$ cat src/rtl/jtkicker_colmix_pkg.sv
// Shared helpers for the multi-layer colour mixer: parameter legality
// checks, priority search order and packed-RGB bit expansion.
package jtkicker_colmix_pkg;

    // Widest colour component the expansion helper can produce
    localparam int EXPW = 16;

    // Legal layer count, transparency width and pipeline depth
    function automatic bit params_ok(input int layers, input int pxlw,
                                     input int transw, input int blank_dly);
        return (layers >= 2) && (layers <= 4) && (transw >= 1) &&
               (transw <= pxlw) && (blank_dly >= 2);
    endfunction

    // Output width must hold every packed field and fit the expander
    function automatic bit outw_ok(input int outw, input int rw,
                                   input int gw, input int bw);
        return (outw >= rw) && (outw >= gw) && (outw >= bw) && (outw <= EXPW) &&
               (rw >= 1) && (gw >= 1) && (bw >= 1);
    endfunction

    // Layer examined at a given search slot; slots run from layers-1 down
    // to 1. With swap the two topmost layers trade places. With only two
    // layers the backdrop stays at the bottom, so swap has no effect.
    function automatic int slot_layer(input int layers, input int slot,
                                      input logic swap);
        if (swap && (layers >= 3) && (slot == layers - 1)) begin
            return layers - 2;
        end else if (swap && (layers >= 3) && (slot == layers - 2)) begin
            return layers - 1;
        end else begin
            return slot;
        end
    endfunction

    // Left-align a w-bit field in outw bits and fill the low bits by
    // repeating the field from its MSB (abc -> abca, ab -> abab).
    function automatic logic [EXPW-1:0] expand(input logic [EXPW-1:0] field,
                                               input int w, input int outw);
        logic [2*EXPW-1:0] acc;
        int                bits;
        acc  = {(2*EXPW){1'b0}};
        bits = 0;
        for (int n = 0; n < EXPW; n++) begin
            if (bits < outw) begin
                acc  = (acc << w) | {{EXPW{1'b0}}, field};
                bits = bits + w;
            end
        end
        return EXPW'(acc >> (bits - outw));
    endfunction

endpackage

$ cat src/rtl/jtkicker_colmix_multi_prom.sv
// Palette PROM: written from the download port on any clock, read
// synchronously on the pixel enable. Contents survive reset.
module jtframe_prom
    import jtkicker_colmix_pkg::*;
#(
    parameter int dw      = 8,
    parameter int aw      = 7,
    parameter     simfile = ""
) (
    input  logic          clk,
    input  logic          rst_n,
    input  logic          cen_i,
    input  logic [dw-1:0] data_i,
    input  logic [aw-1:0] rd_addr_i,
    input  logic [aw-1:0] wr_addr_i,
    input  logic          we_i,
    output logic [dw-1:0] q_o
);

    logic [dw-1:0] mem_q [0:(2**aw)-1];
    logic [dw-1:0] q_q;

    // Contents arrive through the download port; the init-file name is
    // carried only so instantiations stay compatible with other cores.
    if (simfile != "") begin : g_simfile
    end

    // Download write; independent of the pixel enable
    always_ff @(posedge clk) begin
        if (we_i) begin
            mem_q[wr_addr_i] <= data_i;
        end
    end

    // Registered read; a same-cycle write to this address yields old data
    always_ff @(posedge clk or negedge rst_n) begin
        if (!rst_n) begin
            q_q <= {dw{1'b0}};
        end else if (cen_i) begin
            q_q <= mem_q[rd_addr_i];
        end else begin
            q_q <= q_q;
        end
    end

    assign q_o = q_q;

endmodule

$ cat src/rtl/jtkicker_colmix_multi.sv
// N-layer priority colour mixer: picks the top opaque layer, looks it up
// in the palette PROM and expands it to OUTW-bit components, with the
// blanking signals delayed alongside so colour and blank stay aligned.
module jtkicker_colmix_multi
    import jtkicker_colmix_pkg::*;
#(
    parameter int LAYERS    = 3,
    parameter int PXLW      = 4,
    parameter int TRANSW    = 4,
    parameter int BANKW     = 1,
    parameter int RW        = 3,
    parameter int GW        = 3,
    parameter int BW        = 2,
    parameter int OUTW      = 4,
    parameter int BLANK_DLY = 4,
    parameter     SIMFILE   = ""
) (
    input  logic                                       clk,
    input  logic                                       rst_n,
    input  logic                                       pxl_cen,
    input  logic [LAYERS*PXLW-1:0]                     pxl,
    input  logic [LAYERS-1:0]                          gfx_en,
    input  logic                                       prio_swap,
    input  logic [((BANKW > 0) ? BANKW : 1)-1:0]       pal_bank,
    input  logic                                       preLHBL,
    input  logic                                       preLVBL,
    input  logic [BANKW+$clog2(LAYERS)+PXLW-1:0]       prog_addr,
    input  logic [RW+GW+BW-1:0]                        prog_data,
    input  logic                                       prog_en,
    output logic [OUTW-1:0]                            red,
    output logic [OUTW-1:0]                            green,
    output logic [OUTW-1:0]                            blue,
    output logic                                       LHBL,
    output logic                                       LVBL
);

    localparam int LW = $clog2(LAYERS);
    localparam int AW = BANKW + LW + PXLW;
    localparam int DW = RW + GW + BW;
    localparam int CW = 3 * OUTW;

    if (!params_ok(LAYERS, PXLW, TRANSW, BLANK_DLY) || !outw_ok(OUTW, RW, GW, BW)) begin : g_bad_params
        $error("jtkicker_colmix_multi: illegal parameter combination");
    end

    logic [LAYERS-1:0]  opaque_s;
    logic [LW-1:0]      win_idx_s;
    logic [PXLW-1:0]    win_pxl_s;
    logic [AW-1:0]      addr_d;
    logic [AW-1:0]      addr_q;
    logic [DW-1:0]      raw_s;
    logic [BLANK_DLY:1] hbl_q;
    logic [BLANK_DLY:1] vbl_q;
    logic [CW-1:0]      col_d;
    logic [CW-1:0]      col_s;

    // Per-layer opacity: enabled and low pixel bits not all zero
    always_comb begin
        opaque_s = {LAYERS{1'b0}};
        for (int k = 0; k < LAYERS; k++) begin
            opaque_s[k] = gfx_en[k] & (pxl[k*PXLW +: TRANSW] != {TRANSW{1'b0}});
        end
    end

    // Priority search from the top slot down; backdrop wins by default
    always_comb begin : winner
        logic found;
        found     = 1'b0;
        win_idx_s = {LW{1'b0}};
        win_pxl_s = gfx_en[0] ? pxl[PXLW-1:0] : {PXLW{1'b0}};
        for (int j = LAYERS - 1; j >= 1; j--) begin
            for (int k = 1; k < LAYERS; k++) begin
                if (!found && (k == slot_layer(LAYERS, j, prio_swap)) && opaque_s[k]) begin
                    found     = 1'b1;
                    win_idx_s = LW'(k);
                    win_pxl_s = pxl[k*PXLW +: PXLW];
                end else begin
                    found = found;
                end
            end
        end
    end

    if (BANKW > 0) begin : g_bank
        assign addr_d = {pal_bank[BANKW-1:0], win_idx_s, win_pxl_s};
    end else begin : g_nobank
        logic unused_bank_s;
        assign unused_bank_s = ^pal_bank;
        assign addr_d        = {win_idx_s, win_pxl_s};
    end

    // Stage 1: latch the palette address of the winning pixel
    always_ff @(posedge clk or negedge rst_n) begin
        if (!rst_n) begin
            addr_q <= {AW{1'b0}};
        end else if (pxl_cen) begin
            addr_q <= addr_d;
        end else begin
            addr_q <= addr_q;
        end
    end

    // Blanking delay line; index n holds the blank of the pixel n ticks old
    always_ff @(posedge clk or negedge rst_n) begin
        if (!rst_n) begin
            hbl_q <= {BLANK_DLY{1'b0}};
            vbl_q <= {BLANK_DLY{1'b0}};
        end else if (pxl_cen) begin
            hbl_q <= {hbl_q[BLANK_DLY-1:1], preLHBL};
            vbl_q <= {vbl_q[BLANK_DLY-1:1], preLVBL};
        end else begin
            hbl_q <= hbl_q;
            vbl_q <= vbl_q;
        end
    end

    // Stage 2: palette lookup, registered inside the PROM
    jtframe_prom #(
        .dw      (DW),
        .aw      (AW),
        .simfile (SIMFILE)
    ) u_prom (
        .clk       (clk),
        .rst_n     (rst_n),
        .cen_i     (pxl_cen),
        .data_i    (prog_data),
        .rd_addr_i (addr_q),
        .wr_addr_i (prog_addr),
        .we_i      (prog_en),
        .q_o       (raw_s)
    );

    // Expand the raw word and zero it when the same pixel's blank is active.
    // Gating here is equivalent to gating at the output since blank travels
    // in lockstep with the colour from here on.
    always_comb begin
        if (hbl_q[2] && vbl_q[2]) begin
            col_d = {OUTW'(expand(EXPW'(raw_s[RW-1:0]),       RW, OUTW)),
                     OUTW'(expand(EXPW'(raw_s[RW+GW-1:RW]),   GW, OUTW)),
                     OUTW'(expand(EXPW'(raw_s[DW-1:RW+GW]),   BW, OUTW))};
        end else begin
            col_d = {CW{1'b0}};
        end
    end

    if (BLANK_DLY == 2) begin : g_short
        assign col_s = col_d;
    end else begin : g_chain
        logic [CW-1:0] col_q [3:BLANK_DLY];

        // Colour delay line ending in the output register
        always_ff @(posedge clk or negedge rst_n) begin
            if (!rst_n) begin
                for (int i = 3; i <= BLANK_DLY; i++) begin
                    col_q[i] <= {CW{1'b0}};
                end
            end else if (pxl_cen) begin
                col_q[3] <= col_d;
                for (int i = 4; i <= BLANK_DLY; i++) begin
                    col_q[i] <= col_q[i-1];
                end
            end else begin
                col_q <= col_q;
            end
        end

        assign col_s = col_q[BLANK_DLY];
    end

    assign red   = col_s[CW-1 -: OUTW];
    assign green = col_s[2*OUTW-1 -: OUTW];
    assign blue  = col_s[OUTW-1:0];
    assign LHBL  = hbl_q[BLANK_DLY];
    assign LVBL  = vbl_q[BLANK_DLY];

endmodule

$ cat config.mk
export PLATFORM = sky130hd
export DESIGN_NAME = jtkicker_colmix_multi
export DESIGN_NICKNAME = d
export VERILOG_FILES = /design/src/rtl/jtkicker_colmix_pkg.sv /design/src/rtl/jtkicker_colmix_multi_prom.sv /design/src/rtl/jtkicker_colmix_multi.sv
export SDC_FILE = /design/constraint.sdc
export NUM_CORES = 1
export LEC_CHECK = 0
export CORE_MARGIN = 3
export CORE_UTILIZATION = 45
export CTS_BUF_LIST = sky130_fd_sc_hd__clkbuf_16
export CTS_CLUSTER_DIAMETER = 40
export DETAILED_ROUTE_END_ITERATION = 12
export HOLD_SLACK_MARGIN = 0.08
export PLACE_DENSITY_LB_ADDON = 0.3
export SYNTH_ARGS = -nofsm -noshare
export SYNTH_HDL_FRONTEND = slang
export SYNTH_SLANG_ARGS = --single-unit
$ cat constraint.sdc
create_clock -name clk -period 2.6 [get_ports clk]
set_input_delay 0.39 -clock clk [delete_from_list [all_inputs] [get_ports clk]]
set_output_delay 0.39 -clock clk [all_outputs]
set_load 0.1 [all_outputs]
==> flow_summary.yaml, run 1 <==
clock_network:
  clk_pin_slew_worst_paths_ns: 0.06
  clockBufferDepth: 3
  cts_tree: "done"
  cts_sinks: 1063
  htree_num_levels: 4
  cts-root-buf: "clkbuf_16"
  numCtsBuffers: 136
  clk_latency_ns: 0.73
critical_path:
  worstPathMaxFanout: 12
  cp.required_ns: 3.19
  worst_path_max_delay_cell: "dfrtp_4"
  cp.arrival_ns: 3.17
  crit_chain: "buf_12 -> buf_12 -> mux4_2 -> nor2b_1 -> o22ai_1 -> a32oi_1 -> buf_4 -> nor2_1 -> a311oi_2"
  critical_path_class: "reg2reg"
  end_kind: "register"
  critical_path_buf_inv_count: 3
  max_stage_delay_ns: 0.53
  worst_path_most_repeated_cell: "buf_12"
  cp_top_family: "flip-flops"
  cp-start-kind: "register"
yosys:
  synth.net_count: 2169
  synthTopCellsByArea: "edfxtp_1 (73%), mux4_2 (11%), mux2i_1 (3.7%)"
  synth_seq_cells: 1063
  synth-seq-area-share: 0.753
  yosysWarnings: 0
  synth_area_leader_cell: "edfxtp_1"
  syn-cell-area_um2: 42100
  synth_cell_type_count: 54
  syn_inst: 2131
  synth-async-reset-ratio: 0.0367
  synth-edff-count: 1024
  ys.flop_type: "edfxtp_1"
  synth.top_cell.area_share: 0.730
  postSynthAreaPerCell_um2: 19.8
power_and_ir_drop:
  combPwrFrac: 0.108
  intPower_uw: 31400
  pwr_density_cell_nw_per_um2: 822
  p_clk_frac: 0.431
  p_leak_uw: 0.0172
  p_sw_uw: 10200
  swShare: 0.245
  seqPwrFrac: 0.460
  ir_drop_mv: 0.674
final_layout:
  synthToLayoutAreaGrowth_pct: 20.3
  fin_nets: 2566
  drive_gt1_frac: 0.314
  layout_commonest_cell: "edfxtp_1"
  postLayoutCoreUtil: 0.550
  diodes: 0
  layout_common_cells: "edfxtp_1 (1024), buf_4 (323), mux4_2 (197)"
min_path:
  min_path_type: "in2reg"
global_route:
  grt_pass1_wl_um: 152000
  first_global_vias: 22663
  antenna_found_initial: 2
  grt_max_degree: 80
  grt_usage: 0.211
  grt_overflow: 0
sta:
  relSlewSlack: 0.450
  finClkSkew_ns: 0.0223
  whs_ns: 0.119
  max_clock_freq_mhz: 388
  finalSetupViolCount: 0
  tightest_slew_ns: 0.824
  fin_crit_sh: 0.991
  slew_violations: 0
  period_needed_ns: 2.58
  hold_viol: 0
detailed_routing:
  dr_total_vias: 22328
  drt_iter0_markers: 2400
  firstDrtPassIters: 5
  routed_via_density: 5.75
  drc: 0
  antenna_left: 0
  routed_wl_um: 103000
  wl_per_cell_um: 26.6
die:
  die_h_um: 312
  core_um2: 92200
  start_util: 0.457
  die_x_um: 312
  pin_count: 52
  dieArea_um2: 97300
  row_count: 111
outcome:
  status: "completed"
placement:
  dp_hpwl_um: 66900
  routabilityCongestion: 0.876
  portBuffers: 51
flow_run:
  maxCapViolCount: 0
==> layout make-up <==
type / instances / area, um^2
fillers: 7064 / 41500
flip-flops and latches: 1063 / 31700
multi-input cells: 919 / 9350
repair buffers: 396 / 3550
clock buffers: 138 / 3450
well taps: 1243 / 1560
clock inverters: 114 / 992
inverters: 12 / 45.0
==> per-stage QoR <==
stage                     std cells   TNS (ns)  total power, uW  instance area [um^2]  setup WS, ns
final                          3885          0            41600                 50700        0.0227
after detailed placement       3612     -0.326            23900                 45900        -0.157
after floorplan                2131          0            22200                 42100         0.572
after global routing           3885  -0.000804            42900                 50700     -0.000804
after CTS                      3868          0            41800                 50400        0.0120
after global placement         3612     -0.286            23800                 45900        -0.178
==> metal layers <==
metal,routed length [um],GRT usage
met5,10,0
met3,7620,0.0440
met1,42800,0.294
met2,50400,0.339
met4,2690,0.0633
==> Yosys cell counts, types with 3 or more instances <==
cell / instances
nand3b_1: 6
clkbuf_1: 42
o21ai_1: 4
buf_2: 21
nor2_1: 153
a32oi_1: 6
o211ai_1: 21
o221ai_1: 28
nand3_1: 35
dfrtp_1: 39
buf_1: 9
buf_4: 24
a31oi_1: 18
and2_1: 5
inv_1: 12
mux2_2: 20
o22ai_1: 52
buf_8: 9
buf_12: 12
and3_1: 3
nand2b_1: 22
a21oi_1: 17
and4b_1: 4
nand2_1: 61
mux2i_1: 154
buf_6: 20
o21ai_0: 10
mux4_2: 197
a311oi_2: 5
nor3_1: 13
nor2b_1: 33
a222oi_1: 4
edfxtp_1: 1024
a22oi_1: 18
a211oi_1: 6
==> flip-flops by register name, summed over array words and instances (netlist names) <==
name and count:
addr_q 7, u_prom.q_o 8, hbl_q 4, col_s 8, vbl_q 4, g_chain.col_q 8, u_prom.mem_q 1024
==> what timing repair did <==
action,4_1_cts,5_1_grt
gates cloned,0,2
hold buffers,4,0
setup endpoints to repair,3,6
gates resized for setup,7,8
pin swaps,1,3
buffers inserted,0,15
endpoints found under the hold margin,65,0
==> worst register-to-register path, delay by kind of cell (launching register included) <==
family / cells / cell delay [ns]
and+or+nand+nor: 2 / 0.32
muxes: 1 / 0.54
AOI/OAI and AO/OA: 3 / 0.53
buffers and inverters: 3 / 0.52
DFF: 1 / 0.53
==> kinds of logic after synthesis <==
| kind of cell | after synthesis | share of synthesized area |
|---|---|---|
| multiplexers | 372 | 0.148 |
| AO/OA/AOI/OAI | 201 | 0.0347 |
| buffers and inverters | 149 | 0.0266 |
| AND/OR/NAND/NOR | 346 | 0.0382 |
| flip-flops | 1063 | 0.753 |
==> path summary, 6_finish.rpt <==
path / from / endpoint / slack, ns / cells after the start
hold reg to reg: g_chain.col_q[15] / col_s[3] / 0.50 / 1
max in group asynchronous: rst_n / addr_q[1] / 1.66 / 2
setup / recovery: addr_q[0] / u_prom.q_o[7] / 0.02 / 9
hold / removal: prog_data[4] / u_prom.mem_q[75][4] / 0.12 / 1
setup reg to reg: addr_q[0] / u_prom.q_o[7] / 0.02 / 9
min in group asynchronous: rst_n / hbl_q[2] / 0.33 / 2
==> power by group through the flow <==
stage	sequential (uW)	clock, uW	combinational [uW]
after global routing	19200	19000	4750
after CTS	19200	18200	4410
after floorplan	19400	0	2740
final	19200	18000	4510
after global placement	19500	0	4320
after detailed placement	19500	0	4380
Power figures use the tool's default switching activity.
==> inputs of run 2 (changes only) <==
--- a/config.mk
+++ b/config.mk
@@ -6,7 +6,7 @@
 export NUM_CORES = 1
 export LEC_CHECK = 0
 export CORE_MARGIN = 3
-export CORE_UTILIZATION = 45
+export CORE_UTILIZATION = 35
 export CTS_BUF_LIST = sky130_fd_sc_hd__clkbuf_16
 export CTS_CLUSTER_DIAMETER = 40
 export DETAILED_ROUTE_END_ITERATION = 12
==> run 2 against run 1 <==
Effect of this change: final area is 1.6% higher; routed wire length is 3.9% higher; combinational power is 1% higher; utilization is 12 points lower; cell count is 9.1% higher; first-iteration DRC count is 3.0% higher; clock skew hardly changed; global-route usage is 4.2 points lower; worst hold slack better by 0.0023 ns; critical path depth is 1 lower; critical endpoint is now u_prom.q_o[4]; largest power group unchanged; highest routed layer unchanged.
==> flow_summary.yaml, run 2 (synthesis gave the netlist of run 1 again) <==
outcome:
  status: "completed"
clock_network:
  clk_latency_ns: 0.71
  cts_tree: "done"
  cts_sinks: 1063
  clk_pin_slew_worst_paths_ns: 0.06
  clockBufferDepth: 3
  htree_num_levels: 4
  cts-root-buf: "clkbuf_16"
  numCtsBuffers: 139
flow_run:
  maxCapViolCount: 0
power_and_ir_drop:
  swShare: 0.242
  combPwrFrac: 0.107
  p_leak_uw: 0.0173
  ir_drop_mv: 0.567
  pwr_density_cell_nw_per_um2: 830
  intPower_uw: 32400
  p_sw_uw: 10400
  p_clk_frac: 0.445
  seqPwrFrac: 0.448
  power_uw: 42800
placement:
  dp.cells: 3955
  dpl_cell_area_um2: 46300
  dp_hpwl_um: 69200
  routabilityCongestion: 0.858
  portBuffers: 51
critical_path:
  cp.arrival_ns: 3.13
  cp.required_ns: 3.18
  end_kind: "register"
  worstPathMaxFanout: 16
  critical_path_class: "reg2reg"
  cp-start-kind: "register"
final_layout:
  layout_commonest_cell: "edfxtp_1"
  top_register: "u_prom.mem_q"
  largest_reg_flops: 1024
  drive_gt1_frac: 0.317
  fin_nets: 2561
  layout.cells.non_filler: 4240
  synthToLayoutAreaGrowth_pct: 22.2
  nFillCells: 10216
  final_area_um2: 51500
  layout_common_cells: "edfxtp_1 (1024), buf_4 (310), mux4_2 (197)"
global_route:
  top_usage_layer: "met2"
  grt_use_met3: 0.0354
  met1_usage: 0.233
  first_global_vias: 22914
  grt_usage: 0.169
  grt_pass1_wl_um: 156000
  grt_max_degree: 129
  grt_use_met2: 0.271
  grt_overflow: 0
  antenna_found_initial: 3
sta:
  max_clock_freq_mhz: 392
  finalSetupViolCount: 0
  hold_viol: 0
  relSlewSlack: 0.478
  whs_ns: 0.121
  slew_violations: 0
  period_needed_ns: 2.55
  tightest_slew_ns: 0.783
  fin_crit_sh: 0.982
  finClkSkew_ns: 0.0219
detailed_routing:
  drt_iter0_markers: 2473
  routed_via_density: 5.24
  wl_per_cell_um: 25.3
  drc: 0
  dr_total_vias: 22227
  antenna_left: 0
  firstDrtPassIters: 7
  routed_wl_um: 107000
die:
  start_util: 0.355
  row_count: 126
  dieArea_um2: 125000
  die_h_um: 353
  core_um2: 119000
  pin_count: 52
  die_x_um: 353
min_path:
  min_path_type: "in2reg"
-- run 2: worst max-delay path, stage by stage (launching register included) --
cell and delay [ns]:
dfrtp_4 0.53, buf_4 0.16, buf_12 0.18, buf_12 0.18, mux4_2 0.54, mux2i_1 0.35, o211ai_1 0.13, o211ai_1 0.24
a311oi_2 0.09
-- run 2: power by group through the flow --
stage | registers, uW | clock network, uW | logic [uW]
6_report | 19200 | 19000 | 4570
5_1_grt | 19200 | 20100 | 4810
4_1_cts | 19200 | 19400 | 4430
3_5_place_dp | 19500 | 0 | 4360
3_3_place_gp | 19500 | 0 | 4320
2_1_floorplan | 19400 | 0 | 2740
-- run 2: final cells by class --
class | count | area [um^2] | area share
Antenna cell | 1 | 2.50 | 0.0000486
Clock buffer | 142 | 3550 | 0.0690
Clock inverter | 115 | 1180 | 0.0230
Inverter | 12 | 45.0 | 0.000875
Multi-Input combinational cell | 919 | 9420 | 0.183
Sequential cell | 1063 | 31700 | 0.616
Tap cell | 1600 | 2000 | 0.0389
Timing Repair Buffer | 388 | 3560 | 0.0691
-- run 2: path summary, 6_finish.rpt --
path / start / end / slack, ns / depth (start not counted)
max in group asynchronous: rst_n / col_s[2] / 1.60 / 3
min in group asynchronous: rst_n / addr_q[1] / 0.30 / 2
min: prog_data[2] / u_prom.mem_q[125][2] / 0.12 / 1
min reg2reg: hbl_q[3] / hbl_q[3] / 0.50 / 1
max: addr_q[0] / u_prom.q_o[4] / 0.05 / 8
max reg2reg: addr_q[0] / u_prom.q_o[4] / 0.05 / 8
-- run 2: timing repair --
action	in CTS	in global routing
pin swaps	0	4
gates cloned	1	3
buffers inserted	3	19
setup endpoints to repair	3	8
endpoints found under the hold margin	22	0
hold buffers	2	0
resized for setup	6	28
-- run 2: metrics by stage --
stage,TNS [ns],setup slack (ns),util
6_report,0,0.0468,0.434
2_1_floorplan,0,0.572,-
5_1_grt,-0.0125,-0.00715,0.434
3_5_place_dp,-0.161,-0.130,0.390
4_1_cts,0,0.000838,0.431
3_3_place_gp,-0.180,-0.144,0.390
-- run 2: layer usage --
layer | part of all wire | vias to the layer above
li1 | - | 9547
met1 | 0.42 | 11644
met2 | 0.48 | 872
met3 | 0.071 | 162
met4 | 0.025 | 2
met5 | 0.000093 | -
==> patch: new RTL, config.mk and constraints of run 1 <==
Make the reset (`rst_n`) synchronous in 4 clocked blocks.
--- a/src/rtl/jtkicker_colmix_multi_prom.sv
+++ b/src/rtl/jtkicker_colmix_multi_prom.sv
@@ -34,5 +34,5 @@
 
     // Registered read; a same-cycle write to this address yields old data
-    always_ff @(posedge clk or negedge rst_n) begin
+    always_ff @(posedge clk) begin
         if (!rst_n) begin
             q_q <= {dw{1'b0}};
--- a/src/rtl/jtkicker_colmix_multi.sv
+++ b/src/rtl/jtkicker_colmix_multi.sv
@@ -91,5 +91,5 @@
 
     // Stage 1: latch the palette address of the winning pixel
-    always_ff @(posedge clk or negedge rst_n) begin
+    always_ff @(posedge clk) begin
         if (!rst_n) begin
             addr_q <= {AW{1'b0}};
@@ -102,5 +102,5 @@
 
     // Blanking delay line; index n holds the blank of the pixel n ticks old
-    always_ff @(posedge clk or negedge rst_n) begin
+    always_ff @(posedge clk) begin
         if (!rst_n) begin
             hbl_q <= {BLANK_DLY{1'b0}};
@@ -150,5 +150,5 @@
 
         // Colour delay line ending in the output register
-        always_ff @(posedge clk or negedge rst_n) begin
+        always_ff @(posedge clk) begin
             if (!rst_n) begin
                 for (int i = 3; i <= BLANK_DLY; i++) begin
Check against the original RTL: not settled (the Yosys comparison gave no result); the edit may change what the design does.
==> patch against run 1 <==
Via count is 1.0% higher. Largest cell class unchanged. Global-route usage rose by 0.35 points. Wire length rose by 0.48%. Cell count increased by 0.49%. Critical path type unchanged. Design area about the same. Fmax barely moved. Total power is 5.2% lower. Largest power group unchanged. Worst setup slack got worse by 0.0022 ns. Critical path depth is the same. Synthesized area fell by 0.94%. Sequential cell count unchanged.
==> patch: results (changes against run 1) <==
| Metric | Value |
|---|---|
| Total CTS buffers | 133 (-2.2%) |
| Vias per cell | 5.778 (+0.54%) |
| Met2 GRT Util | 33.98% (+0.12 points) |
| Max_slew headroom | 44.32% (-0.73 points) |
| WL final | 103900 um (+0.48%) |
| Number of global-route vias before repair | 22789 (+0.56%) |
| CP top delay family | multiplexers |
| Crit path to | u_prom.q_o[6] |
| Mux share of post-synthesis cell area | 14.99% (+0.23 points) |
| M1 GR Usage | 30.35% (+0.94 points) |
| Power per cell area | 779.3 nW/um2 (-5.2%) |
| Hold Path End | u_prom.mem_q[4][2] |
| Share of layout cells above drive strength 1 | 30.33% (-1.1 points) |
| Largest net degree at the start of global routing | 129 (+61%) |
| Commonest cells in the netlist | 1024 x edfxtp_1, 213 x mux2i_1, 160 x mux4_2 |
| Setup Fix Bufs, Post-CTS | 5 (+5) |
| Met3 GRT Util | 4.229% (-0.17 points) |
| Peak VDD IR | 0.6676 mV (-0.89%) |
| Setup Slack @ Placement | -0.3080 ns (-0.1515 ns) |
| Antenna violations before repair | 0 (-2) |
| Gr usage total | 21.46% (+0.35 points) |
| Routability cong. | 0.8898 (+1.6%) |
| DPL Wire Length | 66540 um (-0.55%) |
| Mapped Nets | 2199 (+1.4%) |
| Internal power | 30470 uW (-3.1%) |
| FF-to-FF Start | addr_q[0] |
| Layout fillers | 6956 (-1.5%) |
| Register area share after synthesis | 75.54% (+0.25 points) |
| Iter 0 DRT Violations | 2859 (+19%) |
| Status | completed |
| Hold_ws | 0.1924 ns (+0.07374 ns) |
| Ranking of synthesized cells by area | edfxtp_1 74%, mux4_2 8.6%, mux2i_1 5.1% |
| Critical hold path startpoint | prog_data[2] |
patch: changes by cell type after synthesis, sizes merged, moves of 17 or more:
cell | before | now
o211ai | 21 | 4
o22ai | 52 | 14
o221ai | 28 | 0
mux4 | 197 | 170
dfrtp | 39 | 0
a22oi | 18 | 89
dfxtp | 0 | 39
mux2i | 154 | 213
buf | 95 | 76
nand2 | 62 | 44
clkbuf | 42 | 59
a21oi | 17 | 47
nor3 | 14 | 34
patch: cell type report:
type / instances / area, um2 / share of cell area (%)
Sequential cell: 1063 / 31540 / 62.28
Multi-Input combinational cell: 958 / 9479 / 18.72
Timing Repair Buffer: 391 / 3602 / 7.112
Clock buffer: 133 / 3328 / 6.571
Tap cell: 1243 / 1555 / 3.071
Clock inverter: 111 / 1122 / 2.216
Inverter: 5 / 18.77 / 0.03706
patch: metrics by stage:
step                instances  area [um2]  setup TNS, ns
finish                   3904       50650              0
global route             3904       50650        -0.1020
CTS                      3885       50280              0
detailed placement       3634       45630        -0.8805
global placement         3634       45630        -0.8372
floorplan                2161       41740              0
